<file path="config.mk">
export PLATFORM = sky130hd
export DESIGN_NAME = dm_arbiter_flat
export DESIGN_NICKNAME = d
export VERILOG_FILES = /design/src/rtl/dm_arb_pkg.sv /design/src/rtl/dm_arbiter_if.sv /design/src/rtl/dm_arb_fsm.sv /design/src/rtl/dm_arbiter.sv /design/src/flat_wrapper.sv
export SDC_FILE = /design/constraint.sdc
export NUM_CORES = 1
export LEC_CHECK = 0
export ABC_AREA = 0
export CORE_MARGIN = 3
export CORE_UTILIZATION = 38
export DETAILED_ROUTE_END_ITERATION = 6
export GPL_TIMING_DRIVEN = 0
export PLACE_DENSITY = 0.75
export SLEW_MARGIN = 40
export SYNTH_ARGS = -nofsm -noshare
export SYNTH_HDL_FRONTEND = slang
export SYNTH_HIERARCHICAL = 1
export SYNTH_SLANG_ARGS = --single-unit
</file>
<file path="constraint.sdc">
create_clock -name clk -period 1.3 [get_ports clk]
set_input_delay 0.26 -clock clk [delete_from_list [all_inputs] [get_ports clk]]
set_output_delay 0.26 -clock clk [all_outputs]
set_load 0.01 [all_outputs]
</file>
<file path="src/rtl/dm_arb_pkg.sv">
// dm_arb_pkg: shared types and default limits for the data memory arbiter.
// Used by the arbiter, its FSM and its bus interface.
package dm_arb_pkg;

  typedef enum logic [1:0] {
    CPU_OWN,
    DRAIN,
    HOST_ACC,
    HOST_RD
  } arb_state_t;

  localparam int ADDR_W_DEF    = 4;
  localparam int DATA_W_DEF    = 4;
  localparam int MAX_WAIT_DEF  = 8;
  localparam int MAX_BURST_DEF = 4;

endpackage

</file>
<file path="src/rtl/dm_arbiter_if.sv">
// dm_arbiter_if: CPU, host and memory side signals of the data memory arbiter.
// slave = arbiter view, master = surrounding system view.
interface dm_arbiter_if
  import dm_arb_pkg::*;
#(
  parameter int ADDR_W = ADDR_W_DEF,
  parameter int DATA_W = DATA_W_DEF
);

  logic [ADDR_W-1:0] cpu_addr;
  logic [DATA_W-1:0] cpu_wdata;
  logic              cpu_wren;
  logic              cpu_hold;
  logic              cpu_err;
  logic              host_req;
  logic              host_we;
  logic [ADDR_W-1:0] host_addr;
  logic [DATA_W-1:0] host_wdata;
  logic              host_gnt;
  logic [DATA_W-1:0] host_rdata;
  logic              host_valid;
  logic [ADDR_W-1:0] mem_addr;
  logic [DATA_W-1:0] mem_data;
  logic              mem_wren;
  logic [DATA_W-1:0] mem_q;

  modport slave (
    input  cpu_addr, cpu_wdata, cpu_wren,
    input  host_req, host_we, host_addr, host_wdata,
    input  mem_q,
    output cpu_hold, cpu_err,
    output host_gnt, host_rdata, host_valid,
    output mem_addr, mem_data, mem_wren
  );

  modport master (
    output cpu_addr, cpu_wdata, cpu_wren,
    output host_req, host_we, host_addr, host_wdata,
    output mem_q,
    input  cpu_hold, cpu_err,
    input  host_gnt, host_rdata, host_valid,
    input  mem_addr, mem_data, mem_wren
  );

endinterface

</file>
<file path="src/rtl/dm_arb_fsm.sv">
// dm_arb_fsm: ownership state, host wait / burst counters, sticky CPU error.
// With DM_ARB_STATS_EN it also flags each entry into HOST_ACC.
module dm_arb_fsm
  import dm_arb_pkg::*;
#(
  parameter int MAX_WAIT  = MAX_WAIT_DEF,
  parameter int MAX_BURST = MAX_BURST_DEF
) (
  input  logic       clk,
  input  logic       reset,
  input  logic       host_req,
  input  logic       host_we,
  input  logic       cpu_wren,
  output arb_state_t state,
`ifdef DM_ARB_STATS_EN
  output logic       acc_entry,
`endif
  output logic       cpu_hold,
  output logic       host_gnt,
  output logic       cpu_err
);

  localparam int WW = (MAX_WAIT > 1) ? $clog2(MAX_WAIT) : 1;
  localparam int BW = $clog2(MAX_BURST + 1);
  localparam logic [WW-1:0] WAIT_TOP  = WW'(MAX_WAIT - 1);
  localparam logic [BW-1:0] BURST_TOP = BW'(MAX_BURST - 1);
  localparam logic [BW-1:0] BURST_MAX = BW'(MAX_BURST);

  arb_state_t    state_q, state_d;
  logic [WW-1:0] wait_q, wait_d;
  logic [BW-1:0] burst_q, burst_d;
  logic          err_q, err_d;
  logic          held;

  assign state = state_q;
  assign held  = (state_q == HOST_ACC) || (state_q == HOST_RD);

  // state and counter registers
  always_ff @(posedge clk or posedge reset) begin
    if (reset) begin
      state_q <= CPU_OWN;
      wait_q  <= '0;
      burst_q <= '0;
      err_q   <= 1'b0;
    end else begin
      state_q <= state_d;
      wait_q  <= wait_d;
      burst_q <= burst_d;
      err_q   <= err_d;
    end
  end

  // next-state, counter and sticky error logic
  always_comb begin
    state_d = state_q;
    wait_d  = wait_q;
    burst_d = burst_q;
    err_d   = err_q | (cpu_wren & held);
    unique case (state_q)
      CPU_OWN: begin
        if (!host_req) begin
          wait_d = '0;
        end else if (!cpu_wren) begin
          state_d = HOST_ACC;
          wait_d  = '0;
        end else if (wait_q == WAIT_TOP) begin
          state_d = DRAIN;
          wait_d  = '0;
        end else begin
          wait_d = wait_q + 1'b1;
        end
      end
      DRAIN: state_d = HOST_ACC;
      HOST_ACC: begin
        if (!host_req) begin
          state_d = CPU_OWN;
        end else begin
          burst_d = burst_q + 1'b1;
          if (!host_we) begin
            state_d = HOST_RD;
          end else if (burst_q == BURST_TOP) begin
            state_d = CPU_OWN;
          end
        end
      end
      HOST_RD: begin
        if (host_req && (burst_q < BURST_MAX)) begin
          state_d = HOST_ACC;
        end else begin
          state_d = CPU_OWN;
        end
      end
      default: state_d = CPU_OWN;
    endcase
    if (state_d == CPU_OWN) begin
      burst_d = '0;
    end
  end

  // outputs decoded from the state register
  always_comb begin
    cpu_hold = (state_q != CPU_OWN);
    host_gnt = (state_q == HOST_ACC);
    cpu_err  = err_q;
`ifdef DM_ARB_STATS_EN
    acc_entry = (state_d == HOST_ACC) && (state_q != HOST_ACC);
`endif
  end

endmodule

</file>
<file path="src/rtl/dm_arbiter.sv">
// dm_arbiter: shares the data memory between CPU and host/debug port.
// DM_ARB_STATS_EN adds saturating grant and stall counters.
module dm_arbiter
  import dm_arb_pkg::*;
#(
  parameter int ADDR_W    = ADDR_W_DEF,
  parameter int DATA_W    = DATA_W_DEF,
  parameter int MAX_WAIT  = MAX_WAIT_DEF,
  parameter int MAX_BURST = MAX_BURST_DEF
) (
  input  logic        clk,
  input  logic        reset,
`ifdef DM_ARB_STATS_EN
  output logic [15:0] stat_grants,
  output logic [15:0] stat_stall,
`endif
  dm_arbiter_if.slave bus
);

  arb_state_t        state;
  logic [ADDR_W-1:0] haddr_q, haddr_d;
  logic [DATA_W-1:0] rdata_q, rdata_d;
  logic              valid_q, valid_d;
`ifdef DM_ARB_STATS_EN
  logic              acc_entry;
  logic [15:0]       grants_q, grants_d;
  logic [15:0]       stall_q, stall_d;
`endif

  dm_arb_fsm #(
    .MAX_WAIT  (MAX_WAIT),
    .MAX_BURST (MAX_BURST)
  ) u_fsm (
    .clk       (clk),
    .reset     (reset),
    .host_req  (bus.host_req),
    .host_we   (bus.host_we),
    .cpu_wren  (bus.cpu_wren),
    .state     (state),
`ifdef DM_ARB_STATS_EN
    .acc_entry (acc_entry),
`endif
    .cpu_hold  (bus.cpu_hold),
    .host_gnt  (bus.host_gnt),
    .cpu_err   (bus.cpu_err)
  );

  // memory mux: CPU by default, host while granted, latched addr on read
  always_comb begin
    bus.mem_addr = bus.cpu_addr;
    bus.mem_data = bus.cpu_wdata;
    bus.mem_wren = bus.cpu_wren;
    unique case (state)
      HOST_ACC: begin
        bus.mem_addr = bus.host_addr;
        bus.mem_data = bus.host_wdata;
        bus.mem_wren = bus.host_req & bus.host_we;
      end
      HOST_RD: begin
        bus.mem_addr = haddr_q;
        bus.mem_data = bus.host_wdata;
        bus.mem_wren = 1'b0;
      end
      default: ;
    endcase
  end

  // host address latch and read data capture
  always_comb begin
    haddr_d = haddr_q;
    if ((state == HOST_ACC) && bus.host_req) begin
      haddr_d = bus.host_addr;
    end
    rdata_d = rdata_q;
    valid_d = (state == HOST_RD);
    if (state == HOST_RD) begin
      rdata_d = bus.mem_q;
    end
  end

  // host-side registers
  always_ff @(posedge clk or posedge reset) begin
    if (reset) begin
      haddr_q <= '0;
      rdata_q <= '0;
      valid_q <= 1'b0;
    end else begin
      haddr_q <= haddr_d;
      rdata_q <= rdata_d;
      valid_q <= valid_d;
    end
  end

  assign bus.host_rdata = rdata_q;
  assign bus.host_valid = valid_q;

`ifdef DM_ARB_STATS_EN
  // saturating grant-entry and stall-cycle counters
  always_comb begin
    grants_d = grants_q;
    stall_d  = stall_q;
    if (acc_entry && (grants_q != 16'hFFFF)) begin
      grants_d = grants_q + 16'd1;
    end
    if (bus.cpu_hold && (stall_q != 16'hFFFF)) begin
      stall_d = stall_q + 16'd1;
    end
  end

  // statistics registers
  always_ff @(posedge clk or posedge reset) begin
    if (reset) begin
      grants_q <= '0;
      stall_q  <= '0;
    end else begin
      grants_q <= grants_d;
      stall_q  <= stall_d;
    end
  end

  assign stat_grants = grants_q;
  assign stat_stall  = stall_q;
`endif

endmodule

</file>
<file path="src/flat_wrapper.sv">
// flat-port wrapper written by rule: the top's interface ports become plain ports
module dm_arbiter_flat import dm_arb_pkg::*;
#(
  parameter int ADDR_W    = ADDR_W_DEF,
  parameter int DATA_W    = DATA_W_DEF,
  parameter int MAX_WAIT  = MAX_WAIT_DEF,
  parameter int MAX_BURST = MAX_BURST_DEF
)
  (clk, reset, bus_cpu_addr, bus_cpu_wdata, bus_cpu_wren, bus_host_req, bus_host_we, bus_host_addr, bus_host_wdata, bus_mem_q, bus_cpu_hold, bus_cpu_err, bus_host_gnt, bus_host_rdata, bus_host_valid, bus_mem_addr, bus_mem_data, bus_mem_wren);
  dm_arbiter_if #(.ADDR_W(ADDR_W), .DATA_W(DATA_W)) bus_i ();
  input  logic clk;
  input  logic reset;
  input wire logic [$bits(bus_i.cpu_addr)-1:0] bus_cpu_addr;
  input wire logic [$bits(bus_i.cpu_wdata)-1:0] bus_cpu_wdata;
  input wire logic [$bits(bus_i.cpu_wren)-1:0] bus_cpu_wren;
  input wire logic [$bits(bus_i.host_req)-1:0] bus_host_req;
  input wire logic [$bits(bus_i.host_we)-1:0] bus_host_we;
  input wire logic [$bits(bus_i.host_addr)-1:0] bus_host_addr;
  input wire logic [$bits(bus_i.host_wdata)-1:0] bus_host_wdata;
  input wire logic [$bits(bus_i.mem_q)-1:0] bus_mem_q;
  output wire logic [$bits(bus_i.cpu_hold)-1:0] bus_cpu_hold;
  output wire logic [$bits(bus_i.cpu_err)-1:0] bus_cpu_err;
  output wire logic [$bits(bus_i.host_gnt)-1:0] bus_host_gnt;
  output wire logic [$bits(bus_i.host_rdata)-1:0] bus_host_rdata;
  output wire logic [$bits(bus_i.host_valid)-1:0] bus_host_valid;
  output wire logic [$bits(bus_i.mem_addr)-1:0] bus_mem_addr;
  output wire logic [$bits(bus_i.mem_data)-1:0] bus_mem_data;
  output wire logic [$bits(bus_i.mem_wren)-1:0] bus_mem_wren;
  assign bus_i.cpu_addr = bus_cpu_addr;
  assign bus_i.cpu_wdata = bus_cpu_wdata;
  assign bus_i.cpu_wren = bus_cpu_wren;
  assign bus_i.host_req = bus_host_req;
  assign bus_i.host_we = bus_host_we;
  assign bus_i.host_addr = bus_host_addr;
  assign bus_i.host_wdata = bus_host_wdata;
  assign bus_i.mem_q = bus_mem_q;
  assign bus_cpu_hold = bus_i.cpu_hold;
  assign bus_cpu_err = bus_i.cpu_err;
  assign bus_host_gnt = bus_i.host_gnt;
  assign bus_host_rdata = bus_i.host_rdata;
  assign bus_host_valid = bus_i.host_valid;
  assign bus_mem_addr = bus_i.mem_addr;
  assign bus_mem_data = bus_i.mem_data;
  assign bus_mem_wren = bus_i.mem_wren;
  dm_arbiter #(.ADDR_W(ADDR_W), .DATA_W(DATA_W), .MAX_WAIT(MAX_WAIT), .MAX_BURST(MAX_BURST)) u_core (.clk(clk), .reset(reset), .bus(bus_i));
endmodule
</file>
* Word-level counts from Yosys, hierarchy flattened *
Index checks and enable logic that the tools add are counted.

cells by class
  add/subtract/negate cells = 2
  multipliers = 0
  divide/modulo/power cells = 0
  magnitude comparators = 1
  equal/unequal tests = 5
  shift operators = 0
  multiplexer cells = 17
  bitwise logic cells = 3
  reduce and logical (&&, ||, !) cells = 10

operators with widths
  cell                   count
  $mux W3                6
  $mux W2                7
  $pmux W2 S4            1
  $pmux W4 S2            1
  $add A3 B1 Y3 const B  2
  $reduce_bool A2 Y1     3
  $eq A2 B2 Y1 const B   2
  $logic_not A2 Y1       2
  $mux W4                1
  $eq A3 B2 Y1 const B   1
  $eq A3 B3 Y1 const B   1
  $lt A3 B3 Y1 const B   1
  $and A1 B1 Y1          2
  $eq A2 B1 Y1 const B   1
  $logic_and A1 B1 Y1    2
  $pmux W1 S2            1
  $reduce_and A2 Y1      1
  $reduce_or A2 Y1       1
  $logic_or A1 B1 Y1     1
  $or A1 B1 Y1           1

storage, ports and cells
  register bits = 18
  bits in latches = 0
  bits in writable memories = 0
  bits in read-only memories = 0
  bits of input ports = 25
  output and inout port bits = 17
  logic and storage cells = 45
  memories kept = 0

* Logic depth before layout (Yosys ltp) *
  depth after elaboration = 8
  depth in mapped cells = 6
  mapped depth without buffers = 6

* Cells and area by module *
The synthesis kept the hierarchy.

modules (own cells, without submodules)
  module      times used  cells each  area each (um^2)  seq. area each (um^2)
  dm_arbiter  1           43          525.5             225.2
  dm_arb_fsm  1           46          500.5             225.2

* Worst setup path before layout *
OpenSTA, ideal clock, no wires.

  path type = register to register
  start = reg u_core.u_fsm.state_q[1] (netlist: u_core/u_fsm/state[1])
  end = reg u_core.u_fsm.burst_q[2]
  library setup time = 138 ps
  arrival time = 1,228 ps
  data required time = 1,162 ps
  path slack = -66 ps
  cell stages (with the launch flop) = 6
  buffers on the path = 1
  clock period less this slack = 1,366 ps
  cell sequence = dfrtp_1 > nor2b_1 > buf_6 > a22o_4 > a211oi_4 > a311oi_2

between the ends
  elaborated cells between the ends (all ways) = 16
  classes of those cells = 3 x eq/ne; 8 x mux; 5 x reduce/logical

RTL lines
  element                              line                source
  start, declared                      dm_arb_fsm.sv:29    arb_state_t state_q, state_d;
  start signal, assigned               dm_arb_fsm.sv:46    state_q <= state_d;
  $eq A2 B2 Y1 *                       --
  net bus_host_gnt                     flat_wrapper.sv:23  output wire logic [$bits(bus_i.host_gnt)-1:0] bus_host_gnt;
  $pmux W2 S4                          dm_arb_fsm.sv:59    unique case (state_q)
  $logic_not A2 Y1                     dm_arb_fsm.sv:95    if (state_d == CPU_OWN) begin
  $reduce_bool A2 Y1 (no source line)  --
  $reduce_and A2 Y1 (no source line)   --
  end signal, assigned                 dm_arb_fsm.sv:48    burst_q <= burst_d;
  end, declared                        dm_arb_fsm.sv:31    logic [BW-1:0] burst_q, burst_d;

Mark *: on every way through the listed nets, which the timed path passes. The rest lies on a longest branch.
A chain may end at the register's enable or synchronous reset.

* Worst setup path after layout *
  start = reg u_core.u_fsm.state_q[1] (netlist: u_core/u_fsm/state[1])
  end = reg u_core.u_fsm.burst_q[0]

between the ends
  cells in the longest elaborated chain, start to end = 7
  elaborated cells between the ends (all ways) = 16
  classes of those cells = 3 x eq/ne; 8 x mux; 5 x reduce/logical

RTL lines
  element                              line
  $mux W2 (on tied branches)           dm_arb_fsm.sv:81, dm_arb_fsm.sv:66
  $mux W2 (on tied branches)           dm_arb_fsm.sv:79, dm_arb_fsm.sv:63
  $mux W2 (on tied branches)           dm_arb_fsm.sv:75, dm_arb_fsm.sv:61
  $pmux W2 S4                          dm_arb_fsm.sv:59
  $logic_not A2 Y1                     dm_arb_fsm.sv:95
  $reduce_bool A2 Y1 (no source line)  --
  $reduce_and A2 Y1 (no source line)   --

Parallel ways exist; a longest one is shown, timed or not.

==> flow_metrics.tcl <==
set metrics [dict create \
    grt_max_degree 10 \
    dieArea_sq_mm 0.003359 \
    drt_wl_total_um 2561 \
    grt-ovfl-total 0 \
    clock-sinks 18 \
    tightestPinTransition_ps 372.9 \
    fin_cells 173 \
    drive_above_1_share 0.4336 \
    nFillCells 216 \
    peakVddDrop_uv 979.8 \
    syn_area_sq_mm 0.001026 \
    cts_max_path_buffers 2 \
    routed_via_density 5.069 \
    fin_setup_tns_ps -4261 \
    dpl.hpwl_um 1803 \
    synth-xor-area-share 0.008537 \
    clock_skew_ps 0.4102 \
    tritoncts "built" \
    die_h_um 57.96 \
    maxSlewViolCount 0 \
    final_area_sq_mm 0.001655 \
    yosysUniqueCellTypes 29 \
    ys_seq_area_frac 0.4390 \
    clk_latency_ps 290 \
    r2r_cells 7 \
    clk_pin_slew_worst_paths_ps 100 \
    rr_startpoint "u_core/u_fsm/state[1]" \
    cp.required_ps 1480 \
    synth_compound_area_frac 0.1341 \
    routedWlPerCell_um 14.80 \
    timing.critical_path.from_type "flip-flop" \
    max_freq_mhz 624.7 \
    yosys.area_share.simple 0.1195 \
    antenna_left 0 \
    n_antenna_cell 0 \
    antenna_found_initial 0 \
    drt_iter0_drc 7 \
    hold_viol_final 0 \
    area_delta_synth_final_pct 61.34 \
    final_common_cell "clkdlybuf4s50_1" \
    port_buffers 41 \
    path_cells "buf_4, buf_6, nor2b_4, buf_6, a22o_4, a211oi_4, nor2_1" \
    r2r_slack_ps -300 \
    syn_inst 89 \
    clock-root-buffer "clkbuf_4" \
    io_pins 42 \
    r2r_end "u_core/u_fsm/burst_q[0]" \
    slew_headroom 0.7511 \
    cp.arrival_ps 1780 \
    start_util 0.4067 \
    power_density_mw_per_mm2 1378 \
    crit_top_cell "buf_6" \
    hp-class "primary input to asynchronous set/reset pin" \
    die_w_um 57.96 \
    crit_fanout 6 \
    outcome "complete, but fails checks" \
    crit_path_top_delay_cell "dfrtp_1" \
    criticalPathCategory "flip-flop to flip-flop" \
    final_cell_mix "24 x clkdlybuf4s50_1, 17 x dfrtp_1, 12 x buf_6" \
    globalplace.congestion 0.6907 \
    first_pass_iters 4 \
    rsz0062_at_grt "true" \
    avgSynthCellArea_sq_um 11.53 \
    end_kind "flip-flop" \
    grt_pass1_wl_um 4043 \
    holdWs_ps 247.4 \
    synth-seq-cells 18 \
    grt_pass1_vias 876 \
    period_needed_ps 1601 \
    timing.final.crit_share 1.231 \
    failed_checks "negative setup slack" \
    muxShareOfSynthArea 0.1854 \
    setup_viol 26 \
    setup_slack_ps -300.9 \
    dp_cells 160 \
    synth_nets 118 \
    rows 18 \
    hold_buffers 0 \
    drc 0 \
    core_area_sq_mm 0.002522 \
    leakage_uw 0.0007952 \
    synth-adder-area-share 0.04878 \
    finalNetCount 174 \
    synth_warnings 6 \
    h-tree-depth 1 \
    track_usage 0.1598 \
    max_cap_viol_count 0 \
    synth_top_family_by_area "multiplexers" \
    place_area_sq_mm 0.001485 \
    cts_made_buffers 3 \
    vias 877 \
    utilization 0.6563 \
    cpPeakStageDelay_ps 410 \
]
==> worst max-delay path: cells and delay by family, from the launching register on <==
| kind | cells | cell delay [ps] |
|---|---|---|
| buf+inv | 3 | 380 |
| simple gates | 2 | 190 |
| flops | 1 | 410 |
| compound gates | 2 | 500 |
==> metal layers <==
metal  part of all wire  GRT usage  up-vias
met5                  0          0        -
met4              0.026    0.09934        0
met3              0.072    0.04232        6
met2               0.47     0.2403       29
met1               0.43     0.2034      427
li1                   -          -      415
==> report_power, final <==
part	switching (uW)	internal (uW)	total [uW]
sequential	93.6	721	814
clock	165	108	273
combinational	477	717	1190
total	736	1550	2280
==> cell type report <==
class,count,area [sq um],area share
Tap cell,30,37.54,0.02268
Inverter,6,22.52,0.01361
Clock buffer,3,22.52,0.01361
Buffer,5,50.05,0.03023
Multi-Input combinational cell,59,595.6,0.3598
Sequential cell,18,451.7,0.2729
Timing Repair Buffer,52,475.5,0.2872
==> worst max-delay path by stage <==
stage,slack [ps],cells past startpoint,startpoint,endpoint
5_1_grt,-360,5,u_core/u_fsm/state[1],bus_mem_wren
3_5_place_dp,-580,5,u_core/u_fsm/state[1],bus_mem_wren
6_report,-300,7,u_core/u_fsm/state[1],u_core/u_fsm/burst_q[0]
4_1_cts,-260,4,u_core/u_fsm/state[0],bus_mem_wren
2_1_floorplan,-3,6,u_core/u_fsm/burst_q[0],u_core/u_fsm/burst_q[2]
3_3_place_gp,-580,5,u_core/u_fsm/state[1],bus_mem_wren
==> kinds of logic (layout without fill, tap and decap cells) <==
logic type | count (synthesis) | count (layout)
AOI/OAI and AO/OA | 17 | 17
xor gates and xnor gates | 1 | 1
adders and majority gates | 4 | 4
buffers and inverters | 12 | 66
DFF | 18 | 18
muxes | 16 | 16
and+or+nand+nor | 21 | 21
==> Yosys cell counts <==
cell type | count | share of area
inv_1 | 6 | 0.022
nand4b_1 | 1 | 0.0085
nor4_1 | 1 | 0.0061
a21o_1 | 3 | 0.022
mux2_4 | 4 | 0.059
clkbuf_1 | 1 | 0.0037
buf_2 | 2 | 0.0098
xor2_1 | 1 | 0.0085
nand2_1 | 4 | 0.015
a22o_4 | 1 | 0.017
nand3b_1 | 1 | 0.0073
nor2b_1 | 1 | 0.0061
nand3b_4 | 1 | 0.020
o21ai_0 | 1 | 0.0049
ha_1 | 4 | 0.049
or2_1 | 1 | 0.0061
nand2b_1 | 3 | 0.018
buf_4 | 1 | 0.0073
nand2_2 | 1 | 0.0061
a311oi_2 | 1 | 0.015
a211oi_4 | 1 | 0.020
nor2_1 | 6 | 0.022
a21oi_1 | 8 | 0.039
mux2_2 | 8 | 0.088
dfrtp_1 | 18 | 0.44
nand3_1 | 1 | 0.0049
a22o_1 | 2 | 0.017
buf_6 | 2 | 0.022
mux2i_1 | 4 | 0.039
==> timing repair <==
action                     4_1_cts  5_1_grt
pin swaps                        4        4
gates resized for setup         69       14
buffers inserted                 8        2
setup endpoints to repair       22       26
gates cloned                     1        0
==> flip-flops by register name (all words and copies together) (netlist names) <==
register               flops
u_core/bus.host_valid      1
u_core/u_fsm/cpu_err       1
u_core/u_fsm/state         2
u_core/haddr_q             4
u_core/u_fsm/burst_q       3
u_core/bus.host_rdata      4
u_core/u_fsm/wait_q        3
==> stage by stage <==
step / setup slack (ps) / power [uW]
final: -300.9 / 2281
after CTS: -256.1 / 2176
after global placement: -581.8 / 1805
after detailed placement: -578.2 / 1833
after global routing: -364.1 / 2421
after floorplan: -2.968 / 1391
Power figures use the tool's default switching activity.
